===== src/rtl/wb_arbiter_rr.sv =====
// N-master to 1-slave Wishbone arbiter: round-robin or fixed priority, grant held for the whole cyc.
// Optional slave-response watchdog enabled by defining WB_ARBITER_RR_WATCHDOG_EN.
module wb_arbiter_rr #(
  parameter int dw          = 32,
  parameter int aw          = 32,
  parameter int num_masters = 4,
  parameter int PRIO_MODE   = 0,
  parameter int TIMEOUT     = 255
) (
  input  logic                        wb_clk_i,
  input  logic                        wb_rst_i,
  input  logic [num_masters*aw-1:0]   wbm_adr_i,
  input  logic [num_masters*dw-1:0]   wbm_dat_i,
  input  logic [num_masters*dw/8-1:0] wbm_sel_i,
  input  logic [num_masters-1:0]      wbm_we_i,
  input  logic [num_masters-1:0]      wbm_cyc_i,
  input  logic [num_masters-1:0]      wbm_stb_i,
  input  logic [num_masters*3-1:0]    wbm_cti_i,
  input  logic [num_masters*2-1:0]    wbm_bte_i,
  output logic [num_masters*dw-1:0]   wbm_dat_o,
  output logic [num_masters-1:0]      wbm_ack_o,
  output logic [num_masters-1:0]      wbm_err_o,
  output logic [num_masters-1:0]      wbm_rty_o,
  output logic [aw-1:0]               wbs_adr_o,
  output logic [dw-1:0]               wbs_dat_o,
  output logic [dw/8-1:0]             wbs_sel_o,
  output logic                        wbs_we_o,
  output logic [2:0]                  wbs_cti_o,
  output logic [1:0]                  wbs_bte_o,
  output logic                        wbs_cyc_o,
  output logic                        wbs_stb_o,
  input  logic [dw-1:0]               wbs_dat_i,
  input  logic                        wbs_ack_i,
  input  logic                        wbs_err_i,
  input  logic                        wbs_rty_i,
  output logic [num_masters-1:0]      grant_o
);

  localparam int unsigned NM = num_masters;
  localparam int unsigned IW = $clog2(num_masters);

  if (num_masters < 2 || num_masters > 16 || TIMEOUT < 2 || (dw % 8) != 0) begin : g_param_check
    $error("wb_arbiter_rr: unsupported parameter set");
  end

  typedef enum logic {IDLE, GRANTED} state_t;

  state_t          state_q;
  logic [NM-1:0]   grant_q;
  logic [IW-1:0]   last_q;

  logic [NM-1:0]   arb_req;
  logic            win_found;
  logic [NM-1:0]   grant_d;
  logic [IW-1:0]   last_d;
  int unsigned     cand;

  logic            g_cyc;
  logic            g_stb;
  logic            resp;
  logic            release_grant;
  logic            wd_fire;

  // The granted master's own cyc is already low at a release point, so masking it out
  // only matters for the watchdog release, where it must not win again.
  always_comb begin
    arb_req   = (state_q == IDLE) ? wbm_cyc_i : (wbm_cyc_i & ~grant_q);
    win_found = 1'b0;
    grant_d   = '0;
    last_d    = '0;
    cand      = 0;
    for (int unsigned k = 0; k < NM; k++) begin
      if (PRIO_MODE != 0) cand = k;
      else                cand = (32'(last_q) + k + 1) % NM;
      if (!win_found && arb_req[cand]) begin
        win_found     = 1'b1;
        grant_d       = '0;
        grant_d[cand] = 1'b1;
        last_d        = cand[IW-1:0];
      end
    end
  end

  always_comb begin
    wbs_adr_o = '0;
    wbs_dat_o = '0;
    wbs_sel_o = '0;
    wbs_we_o  = 1'b0;
    wbs_cti_o = '0;
    wbs_bte_o = '0;
    for (int unsigned i = 0; i < NM; i++) begin
      if (grant_q[i]) begin
        wbs_adr_o = wbm_adr_i[i*aw +: aw];
        wbs_dat_o = wbm_dat_i[i*dw +: dw];
        wbs_sel_o = wbm_sel_i[i*(dw/8) +: (dw/8)];
        wbs_we_o  = wbm_we_i[i];
        wbs_cti_o = wbm_cti_i[i*3 +: 3];
        wbs_bte_o = wbm_bte_i[i*2 +: 2];
      end
    end
  end

  assign g_cyc         = |(grant_q & wbm_cyc_i);
  assign g_stb         = |(grant_q & wbm_stb_i);
  assign resp          = wbs_ack_i | wbs_err_i | wbs_rty_i;
  assign release_grant = ~g_cyc | wd_fire;

  assign wbs_cyc_o = g_cyc & ~wd_fire;
  assign wbs_stb_o = g_cyc & g_stb & ~wd_fire;
  assign wbm_dat_o = {NM{wbs_dat_i}};
  assign wbm_ack_o = grant_q & {NM{wbs_ack_i}};
  assign wbm_err_o = grant_q & {NM{wbs_err_i | wd_fire}};
  assign wbm_rty_o = grant_q & {NM{wbs_rty_i}};
  assign grant_o   = grant_q;

  always_ff @(posedge wb_clk_i) begin
    if (wb_rst_i) begin
      state_q <= IDLE;
      grant_q <= '0;
      last_q  <= IW'(NM - 1);
    end else begin
      unique case (state_q)
        IDLE: begin
          if (win_found) begin
            state_q <= GRANTED;
            grant_q <= grant_d;
            last_q  <= last_d;
          end
        end
        GRANTED: begin
          if (release_grant) begin
            if (win_found) begin
              grant_q <= grant_d;
              last_q  <= last_d;
            end else begin
              state_q <= IDLE;
              grant_q <= '0;
            end
          end
        end
        default: begin
          state_q <= IDLE;
          grant_q <= '0;
        end
      endcase
    end
  end

`ifdef WB_ARBITER_RR_WATCHDOG_EN
  localparam int unsigned WD_W = $clog2(TIMEOUT + 1);
  localparam logic [WD_W-1:0] WD_LIMIT = WD_W'(TIMEOUT);

  logic [WD_W-1:0] wd_q;
  logic [WD_W-1:0] wd_d;

  assign wd_fire = (state_q == GRANTED) && (wd_q == WD_LIMIT);

  always_comb begin
    wd_d = wd_q;
    if (state_q == IDLE || release_grant || resp) wd_d = '0;
    else if (wbs_stb_o)                           wd_d = wd_q + 1'b1;
  end

  always_ff @(posedge wb_clk_i) begin
    if (wb_rst_i) wd_q <= '0;
    else          wd_q <= wd_d;
  end
`else
  assign wd_fire = 1'b0;
`endif

endmodule


===== config.mk =====
export PLATFORM = sky130hd
export DESIGN_NAME = wb_arbiter_rr
export DESIGN_NICKNAME = d
export VERILOG_FILES = /design/src/rtl/wb_arbiter_rr.sv
export SDC_FILE = /design/constraint.sdc
export NUM_CORES = 1
export LEC_CHECK = 0
export BUFFER_PORTS_ARGS = -buffer_cell sky130_fd_sc_hd__buf_4
export CORE_AREA = 2 2 215 217
export DETAILED_ROUTE_END_ITERATION = 8
export DIE_AREA = 0 0 217 219
export SYNTH_ARGS = -nofsm -noshare
export SYNTH_HDL_FRONTEND = slang
export SYNTH_SLANG_ARGS = --single-unit
export TNS_END_PERCENT = 1

===== constraint.sdc =====
create_clock -name wb_clk_i -period 6.1 [get_ports wb_clk_i]
set_input_delay 0.61 -clock wb_clk_i [delete_from_list [all_inputs] [get_ports wb_clk_i]]
set_output_delay 0.61 -clock wb_clk_i [all_outputs]
set_load 0.01 [all_outputs]

==> out/metrics.yaml, run 1 <==
outcome:
  outcome: "finished, final reports clean"
synthesis:
  ys_seq_elements: 7
  syn_nets: 924
  syn_inst: 575
  yosysTopAreaCellShare_pct: 25.3
  yosysWarnings: 0
  synth_edf_count: 0
  ys_async_sr_fraction_pct: 0
  synth_area_um2: 3790
  seq_area_frac_synth_pct: 3.69
  synth_cell_type_count: 43
  yosysTopAreaCell: "buf_4"
  synth_area_leaders: "buf_4 25%, o21ai_0 20%, a221o_1 20%"
  synth-main-ff-cell: "dfxtp_1"
  syn_avg_cell_area_um2: 6.60
flow_run:
  cap_viol_max_count: 0
setup_path:
  crit_arrival_ps: 2960
  crit_path_top_delay_cell: "nor2_4"
  crit_path_max_incr_delay_ps: 840
  start_kind: "flop"
  cp_cell_sequence: "inv_1 -> nor2_4 -> buf_12 -> a221o_1 -> o21ai_0 -> o21ai_0 -> buf_4"
  cpMostUsedCell: "o21ai_0"
  cp.buffers_inverters: 3
  critPathCaptureType: "output pin"
  critPathRequiredTime_ps: 5490
  cp_max_fo: 40
  critPathKind: "reg -> out"
  crit_family: "simple AND/OR/NAND/NOR gates"
route:
  avgRoutedWirePerCell_um: 19.7
  via_count: 5360
  drt-vias-per-instance: 3.81
  wl_met3_um: 2130
  drtIter0Drc: 187
  wl_met1_um: 10300
  routed.top_layer: "met5"
  drc: 0
  antenna_left: 0
  drt_pre_antenna_iters: 6
  met2WireLength_um: 14100
  finalWirelength_um: 27700
clocking:
  ctsLongestPathBuffers: 2
  cts_buffers: 3
  cts_tree: "built"
  cts_resized: 0
  clkSinkCount: 7
  root_buffer: "clkbuf_16"
  clk_pin_slew_ps: 40
  cts_hold_buf: 0
  htree_levels: 1
  insertion_delay_ps: 230
  postCtsSetupBuffers: 0
power:
  seq_power_share_pct: 6.3
  power_mw: 3.39
  sw_frac_of_total_pct: 55.8
  power.switching_mw: 1.89
  p_comb_share_pct: 90.5
  power_density_nw_per_um2: 519
  intPower_mw: 1.50
  power_frac_clock_pct: 3.3
  peakVddDrop_mv: 0.267
  p_leak_nw: 2.89
timing:
  relSlewSlack_pct: 26.3
  finalSetupViolCount: 0
  period_needed_ps: 3570
  setup_tns_ps: 0
  setup_slack_ps: 2530
  maxSlewViolCount: 0
  timing.fmax_mhz: 280
  rsz0062_at_grt: "no"
  timing_hold_violations_final: 0
  worst_pin_slew_ps: 1110
  fin_skew_ps: 0.728
  finalCritPeriodShare_pct: 58.6
global_routing:
  antenna_found_initial: 4
  grt_max_degree: 69
  grt_pass1_wl_um: 37000
  globalRouteTotalUtil_pct: 10.7
  grt_pass1_vias: 5310
  overflow: 0
placement:
  routabilityCongestion: 0.835
  dp_hpwl_um: 23800
  pre_cts_ws_ps: 2700
  portBuffers: 400
  placedInstanceArea_um2: 6450
floorplan:
  core_area_um2: 45100
  num_rows: 78
  start_util_pct: 8.42
  die_h_um: 219
  die_area_um2: 47500
  ioPinCount: 561
  die_x_um: 217
cells_and_area:
  finalCoreUtilization_pct: 14.5
  fill_cells: 5216
  syn2layout_area_growth_pct: 72.2
  nNetsFinal: 1155
  finalInstanceArea_um2: 6540
  drive_gt1_share_pct: 53.3
hold_path:
  min-delay-path-class: "in -> reg"
-- worst paths after layout --
| path | startpoint | endpoint | slack, ps | cells past startpoint |
|---|---|---|---|---|
| worst max-delay path | grant_o[0] | wbs_cti_o[2] | 2530 | 7 |
| worst min-delay path | wb_rst_i | state_q | 580 | 2 |
| worst max register to register | grant_o[1] | grant_o[0] | 3140 | 7 |
| worst min register to register | grant_o[3] | grant_o[3] | 610 | 2 |
-- state kept, by name (all words and copies together), names as in the netlist --
signal   cells
last_q       2
grant_o      4
state_q      1
-- per-stage QoR --
stage,instances,hold slack [ps]
2_1_floorplan,575,570
3_3_place_gp,1401,613
3_5_place_dp,1401,619
5_1_grt,1406,597
4_1_cts,1405,583
6_report,1407,584
-- per-layer routing --
| layer | GRT usage, % | vias up |
|---|---|---|
| met4 | 4.45 | 4 |
| met2 | 20.0 | 361 |
| met3 | 1.91 | 86 |
| li1 | - | 2455 |
| met1 | 11.9 | 2454 |
| met5 | 0 | - |
-- cells by family (layout without fill, tap and decap cells) --
| group | count (synthesis) | in the layout | share of synthesized area (%) |
|---|---|---|---|
| mux | 10 | 10 | 3.43 |
| simple gates | 109 | 109 | 13.1 |
| flops | 7 | 7 | 3.69 |
| fa+ha+maj | 8 | 8 | 2.64 |
| other cells | 0 | 2 | 0 |
| compound gates | 255 | 255 | 45.7 |
| buf+inv | 186 | 416 | 31.5 |
-- power by group through the flow --
stage	clock network, mW	logic, mW	registers, mW
2_1_floorplan	0	1.61	0.0922
3_3_place_gp	0	3.18	0.218
3_5_place_dp	0	3.20	0.220
4_1_cts	0.112	3.21	0.220
5_1_grt	0.117	3.37	0.225
6_report	0.110	3.07	0.213
-- final cells by class --
| cell class | instances | area [um2] | share of cell area (%) |
|---|---|---|---|
| Timing Repair Buffer | 406 | 3060 | 46.8 |
| Multi-Input combinational cell | 382 | 2470 | 37.7 |
| Tap cell | 600 | 751 | 11.5 |
| Sequential cell | 7 | 151 | 2.32 |
| Clock buffer | 4 | 78.8 | 1.21 |
| Inverter | 6 | 22.5 | 0.345 |
| Antenna cell | 2 | 5.00 | 0.0766 |
-- cell usage in the layout (no fill, tap or decap), types with 4 or more instances in the layout --
| cell | Yosys | routed |
|---|---|---|
| and2_1 | 12 | 12 |
| buf_4 | 128 | 405 |
| ha_1 | 8 | 8 |
| a21oi_1 | 7 | 7 |
| dfxtp_1 | 7 | 4 |
| nand2_1 | 78 | 78 |
| mux2_2 | 4 | 4 |
| o32ai_1 | 4 | 4 |
| a221o_1 | 74 | 74 |
| o21ai_0 | 150 | 150 |
| nor2b_1 | 4 | 4 |
| inv_1 | 6 | 5 |
| a311oi_1 | 4 | 4 |
-- synth_stat cells, types with 6 or more instances --
master and n:
o21ai_0 150, buf_4 128, nand2_1 78, a221o_1 74
clkbuf_1 43, and2_1 12, ha_1 8, a21oi_1 7
dfxtp_1 7, buf_1 6, inv_1 6
-- worst register-to-register path: cells and delay by family (launching register included) --
| family | cells | cell delay [ps] |
|---|---|---|
| flops | 1 | 660 |
| buf+inv | 1 | 620 |
| mux | 3 | 950 |
| compound gates | 3 | 610 |
(Power assumes the default switching activity.)
==> run 2, diff against run 1 <==
--- a/config.mk
+++ b/config.mk
@@ -6,9 +6,9 @@
 export NUM_CORES = 1
 export LEC_CHECK = 0
 export BUFFER_PORTS_ARGS = -buffer_cell sky130_fd_sc_hd__buf_4
-export CORE_AREA = 2 2 215 217
+export CORE_AREA = 2 2 220 222
 export DETAILED_ROUTE_END_ITERATION = 8
-export DIE_AREA = 0 0 217 219
+export DIE_AREA = 0 0 222 224
 export SYNTH_ARGS = -nofsm -noshare
 export SYNTH_HDL_FRONTEND = slang
 export SYNTH_SLANG_ARGS = --single-unit
==> constraint.sdc (replaced) <==
create_clock -name wb_clk_i -period 3.2 [get_ports wb_clk_i]
set_input_delay 0.32 -clock wb_clk_i [delete_from_list [all_inputs] [get_ports wb_clk_i]]
set_output_delay 0.32 -clock wb_clk_i [all_outputs]
set_load 0.01 [all_outputs]
==> run 2 against run 1 <==
Compared with the run above:
- largest power group unchanged
- non-clock buffer count rose by 7
- critical path depth increased by 1
- largest cell class unchanged
- highest routed layer is now met4
- register-to-register slack got worse by 2600 ps
- final area is 1.7% higher
- via count increased by 1.2%
- die area up 4.6%
- critical path type unchanged
==> out/metrics.yaml, run 2 (same netlist as run 1, synthesis figures left out) <==
route:
  wl_met3_um: 2490
  drt-vias-per-instance: 3.80
  via_count: 5425
  drt_pre_antenna_iters: 5
  drc: 0
  met2WireLength_um: 12700
  finalWirelength_um: 25200
  antenna_left: 0
  routed.top_layer: "met4"
  drtIter0Drc: 304
  wl_met1_um: 9000
  avgRoutedWirePerCell_um: 17.6
timing:
  maxSlewViolCount: 0
  worst_pin_slew_ps: 721
  period_needed_ps: 2760
  finalCritPeriodShare_pct: 86.3
  relSlewSlack_pct: 51.5
  fin_skew_ps: 0.413
  timing.fmax_mhz: 362
  finalSetupViolCount: 0
  rsz0062_at_grt: "no"
  timing_hold_violations_final: 0
  hold_slack_ps: 301
  setup_tns_ps: 0
power:
  seq_power_share_pct: 5.3
  peakVddDrop_mv: 0.358
  intPower_mw: 2.94
  p_comb_share_pct: 91.3
  p_leak_nw: 2.93
  power_frac_clock_pct: 3.4
  power.switching_mw: 3.27
  sw_frac_of_total_pct: 52.7
  power_mw: 6.21
  power_density_nw_per_um2: 934
floorplan:
  core_area_um2: 47300
  die_area_um2: 49700
  die_h_um: 224
  ioPinCount: 561
  die_x_um: 222
  num_rows: 80
  start_util_pct: 8.02
setup_path:
  cp.buffers_inverters: 4
  r2r_slack_ps: 530
  critPathCaptureType: "output pin"
  crit_arrival_ps: 2440
  r2r-end: "last_q[0]"
  critPathKind: "reg -> out"
  r2r-start: "last_q[0]"
  crit_family: "buffers and inverters"
  startpoint: "grant_o[0]"
  crit_cells: 8
  start_kind: "flop"
  r2r_cells: 8
  critPathRequiredTime_ps: 2880
  crit_path_top_delay_cell: "dfxtp_1"
  critical_path.endpoint: "wbs_adr_o[4]"
  cp_max_fo: 43
  crit_path_max_incr_delay_ps: 620
  cp_cell_sequence: "inv_1 -> nor2_4 -> buf_12 -> buf_12 -> a221o_1 -> o21ai_0 -> o21ai_0 -> buf_4"
global_routing:
  grt_pass1_wl_um: 34300
  globalRouteTotalUtil_pct: 9.29
  grt_pass1_vias: 5333
  grt_max_degree: 102
  overflow: 0
  antenna_found_initial: 1
clocking:
  root_buffer: "clkbuf_16"
  cts_buffers: 3
  cts_resized: 0
  clk_pin_slew_ps: 40
  ctsLongestPathBuffers: 2
  cts_hold_buf: 0
  clkSinkCount: 7
  insertion_delay_ps: 230
  cts_tree: "built"
  postCtsSetupBuffers: 0
  htree_levels: 1
cells_and_area:
  finalCoreUtilization_pct: 14.0
  drive_gt1_share_pct: 53.7
  finalInstanceArea_um2: 6650
  syn2layout_area_growth_pct: 75.1
  nNetsFinal: 1162
  fill_cells: 5438
  final_cell_mix: "409 x buf_4, 150 x o21ai_0, 78 x nand2_1, 74 x a221o_1, 12 x and2_1"
  layout_commonest_cell: "buf_4"
  largest_register_ffs: 4
placement:
  routabilityCongestion: 0.849
  dp_hpwl_um: 21400
  portBuffers: 400
  placedInstanceArea_um2: 6560
outcome:
  outcome: "finished, final reports clean"
hold_path:
  min-delay-path-class: "in -> reg"
flow_run:
  cap_viol_max_count: 0
[run 2: cell count changes in the layout (fill, tap and decap cells not counted)]
cell / previous run / this run
buf_12: 1 / 4
buf_4: 405 / 409
[run 2: worst min path at each step]
stage,end,from,cells after the start
global route,state_q,wb_rst_i,2
CTS,state_q,wb_rst_i,2
finish,state_q,wb_rst_i,2
floorplan,state_q,wb_rst_i,1
detailed placement,state_q,wb_rst_i,2
global placement,state_q,wb_rst_i,2
[run 2: power groups by stage]
stage                     combinational [mW]  sequential, mW  clock, mW
final                                   5.66           0.331      0.211
after global routing                    6.21           0.355      0.222
after CTS                               5.80           0.339      0.215
after detailed placement                5.77           0.340          0
after global placement                  5.73           0.337          0
after floorplan                         3.07           0.176          0
[run 2: final cells by class]
| cell class | count | area, um2 | area share (%) |
|---|---|---|---|
| Tap cell | 615 | 769 | 11.6 |
| Sequential cell | 7 | 151 | 2.28 |
| Timing Repair Buffer | 413 | 3150 | 47.4 |
| Antenna cell | 2 | 5.00 | 0.0753 |
| Clock buffer | 4 | 78.8 | 1.19 |
| Multi-Input combinational cell | 382 | 2470 | 37.1 |
| Inverter | 6 | 22.5 | 0.339 |
[run 2: metrics by stage]
stage / worst slack (ps) / std cells
global placement: 605 / 1423
floorplan: 923 / 575
finish: 439 / 1429
global route: 265 / 1427
detailed placement: 587 / 1423
CTS: 392 / 1427
[run 2: metal layers]
layer / vias up / track usage (%)
met2: 449 / 17.1
met3: 58 / 3.16
met1: 2445 / 9.74
li1: 2473 / -
met5: - / 0
met4: 0 / 3.62
==> run 3, diff against run 2 <==
--- a/config.mk
+++ b/config.mk
@@ -9,6 +9,7 @@
 export CORE_AREA = 2 2 220 222
 export DETAILED_ROUTE_END_ITERATION = 8
 export DIE_AREA = 0 0 222 224
+export PLACE_DENSITY = 0.3
 export SYNTH_ARGS = -nofsm -noshare
 export SYNTH_HDL_FRONTEND = slang
 export SYNTH_SLANG_ARGS = --single-unit
==> constraint.sdc (replaced) <==
create_clock -name wb_clk_i -period 2.45 [get_ports wb_clk_i]
set_input_delay 0.245 -clock wb_clk_i [delete_from_list [all_inputs] [get_ports wb_clk_i]]
set_output_delay 0.245 -clock wb_clk_i [all_outputs]
set_load 0.01 [all_outputs]
==> run 3 against run 2 <==
Compared with the run above:
- sequential share of layout area about the same
- register-to-register slack got worse by 280 ps
- sequential power decreased by 22%
- setup slack got worse by 190 ps
- global-route usage decreased by 0.39 points
- worst hold slack got worse by 84 ps
==> out/metrics.yaml, run 3 (same netlist as run 1, synthesis figures left out) <==
clocking:
  cts_tree: "built"
  clk_pin_slew_ps: 40
  root_buffer: "clkbuf_16"
  postCtsSetupBuffers: 0
  htree_levels: 1
  insertion_delay_ps: 240
  ctsLongestPathBuffers: 2
  cts_buffers: 3
  clkSinkCount: 7
setup_path:
  r2r-end: "last_q[0]"
  crit_family: "buffers and inverters"
  r2r_cells: 8
  crit_path_top_delay_cell: "dfxtp_2"
  cp_cell_sequence: "inv_1 -> nor2_4 -> buf_12 -> buf_4 -> a221o_1 -> o21ai_0 -> o21ai_0 -> buf_4"
  cp.buffers_inverters: 4
  critPathKind: "reg -> out"
  r2r-start: "last_q[0]"
  crit_arrival_ps: 1950
  start_kind: "flop"
  critPathRequiredTime_ps: 2200
  crit_path_max_incr_delay_ps: 400
  cp_max_fo: 21
  r2r_slack_ps: 250
  critPathCaptureType: "output pin"
route:
  drt-vias-per-instance: 3.65
  wl_met3_um: 1920
  drc: 0
  routed.top_layer: "met5"
  via_count: 5247
  finalWirelength_um: 24400
  avgRoutedWirePerCell_um: 16.9
  met2WireLength_um: 13600
  wl_met1_um: 8460
  antenna_left: 0
  drt_pre_antenna_iters: 4
  drtIter0Drc: 177
timing:
  relSlewSlack_pct: 54.9
  setup_tns_ps: 0
  rsz0062_at_grt: "no"
  period_needed_ps: 2200
  timing_hold_violations_final: 0
  fin_skew_ps: 0.826
  maxSlewViolCount: 0
  finalCritPeriodShare_pct: 89.7
  timing.fmax_mhz: 455
  worst_pin_slew_ps: 677
  finalSetupViolCount: 0
floorplan:
  die_x_um: 222
  core_area_um2: 47300
  start_util_pct: 8.02
  num_rows: 80
  die_h_um: 224
  ioPinCount: 561
  die_area_um2: 49700
cells_and_area:
  finalCoreUtilization_pct: 14.3
  finalInstanceArea_um2: 6770
  antenna_cells: 0
  nNetsFinal: 1174
  final_cell_mix: "418 x buf_4, 150 x o21ai_0, 78 x nand2_1, 74 x a221o_1, 12 x and2_1"
  layout_commonest_cell: "buf_4"
  largest_register_ffs: 4
  drive_gt1_share_pct: 54.5
  syn2layout_area_growth_pct: 78.4
global_routing:
  grt_max_degree: 155
  grt_pass1_vias: 5249
  overflow: 0
  globalRouteTotalUtil_pct: 8.90
  antenna_found_initial: 2
  grt_pass1_wl_um: 33700
power:
  power.switching_mw: 4.06
  sw_frac_of_total_pct: 50.2
  intPower_mw: 4.03
  power_frac_clock_pct: 3.7
  power_density_nw_per_um2: 1200
  peakVddDrop_mv: 0.437
  p_leak_nw: 3.00
  p_comb_share_pct: 93.1
  seq_power_share_pct: 3.2
placement:
  routabilityCongestion: 0.789
  placedInstanceArea_um2: 6690
  dp_hpwl_um: 19900
  portBuffers: 400
outcome:
  outcome: "finished, final reports clean"
hold_path:
  min_to: "state_q"
  hp-start: "wb_rst_i"
  hold_path_depth: 2
  min-delay-path-class: "in -> reg"
flow_run:
  cap_viol_max_count: 0
==> run 3: changes by cell type in the layout (fill, tap and decap cells not counted), sizes merged <==
cell and delta:
buf +12, diode -2
==> run 3: what timing repair did <==
item,4_1_cts,5_1_grt
hold buffers,0,0
endpoints found under the hold margin,0,0
gates resized for setup,0,1
endpoints found under the setup margin,0,18
==> run 3: worst max-delay path by stage <==
| stage | startpoint | end | slack [ps] | cells after the start |
|---|---|---|---|---|
| after floorplan | last_q[0] | last_q[0] | 170 | 9 |
| after global placement | state_q | grant_o[0] | 260 | 6 |
| after detailed placement | last_q[0] | last_q[0] | 250 | 8 |
| after CTS | grant_o[0] | wbs_adr_o[7] | 50 | 7 |
| after global routing | grant_o[0] | wbs_dat_o[20] | 40 | 8 |
| final | grant_o[0] | wbs_dat_o[16] | 250 | 8 |
==> run 3: metal layers <==
metal / vias up / GRT usage [%]
met5: - / 0
met4: 2 / 1.72
met1: 2354 / 9.08
met3: 25 / 2.09
met2: 374 / 18.2
li1: 2492 / -
==> run 3: final cells by class <==
| type | instances | area, um2 |
|---|---|---|
| fill | 5468 | 40600 |
| timing repair buffer | 425 | 3280 |
| sequential | 7 | 153 |
| clock buffer | 4 | 78.8 |
| multi-input combinational | 382 | 2470 |
| inverter | 6 | 22.5 |
| tap | 615 | 769 |
==> run 3: stage by stage <==
step           total power, mW  setup slack [ps]  hold WS (ps)  instances
5_1_grt                   8.83              35.1           246       1439
6_report                  8.09               252           216       1439
4_1_cts                   8.28              46.9           225       1439
2_1_floorplan             4.25               173           314        575
3_3_place_gp              8.07               256           474       1435
3_5_place_dp              7.94               251           471       1435
==> run 3: worst register-to-register path, delay by kind of cell (launching register included) <==
kind                     cells  cell delay, ps
AND/OR/NAND/NOR              4             810
multiplexers                 1             460
flip-flops                   1             340
adder cells (fa/ha/maj)      1             250
AO/OA/AOI/OAI                1             110
buffers and inverters        1             100
==> run 3: power groups by stage <==
stage | Clock, mW | Combinational, mW | Sequential, mW
after floorplan | 0 | 4.02 | 0.229
after global placement | 0 | 7.80 | 0.264
after detailed placement | 0 | 7.68 | 0.262
after CTS | 0.301 | 7.72 | 0.261
after global routing | 0.305 | 8.26 | 0.272
final | 0.302 | 7.53 | 0.259
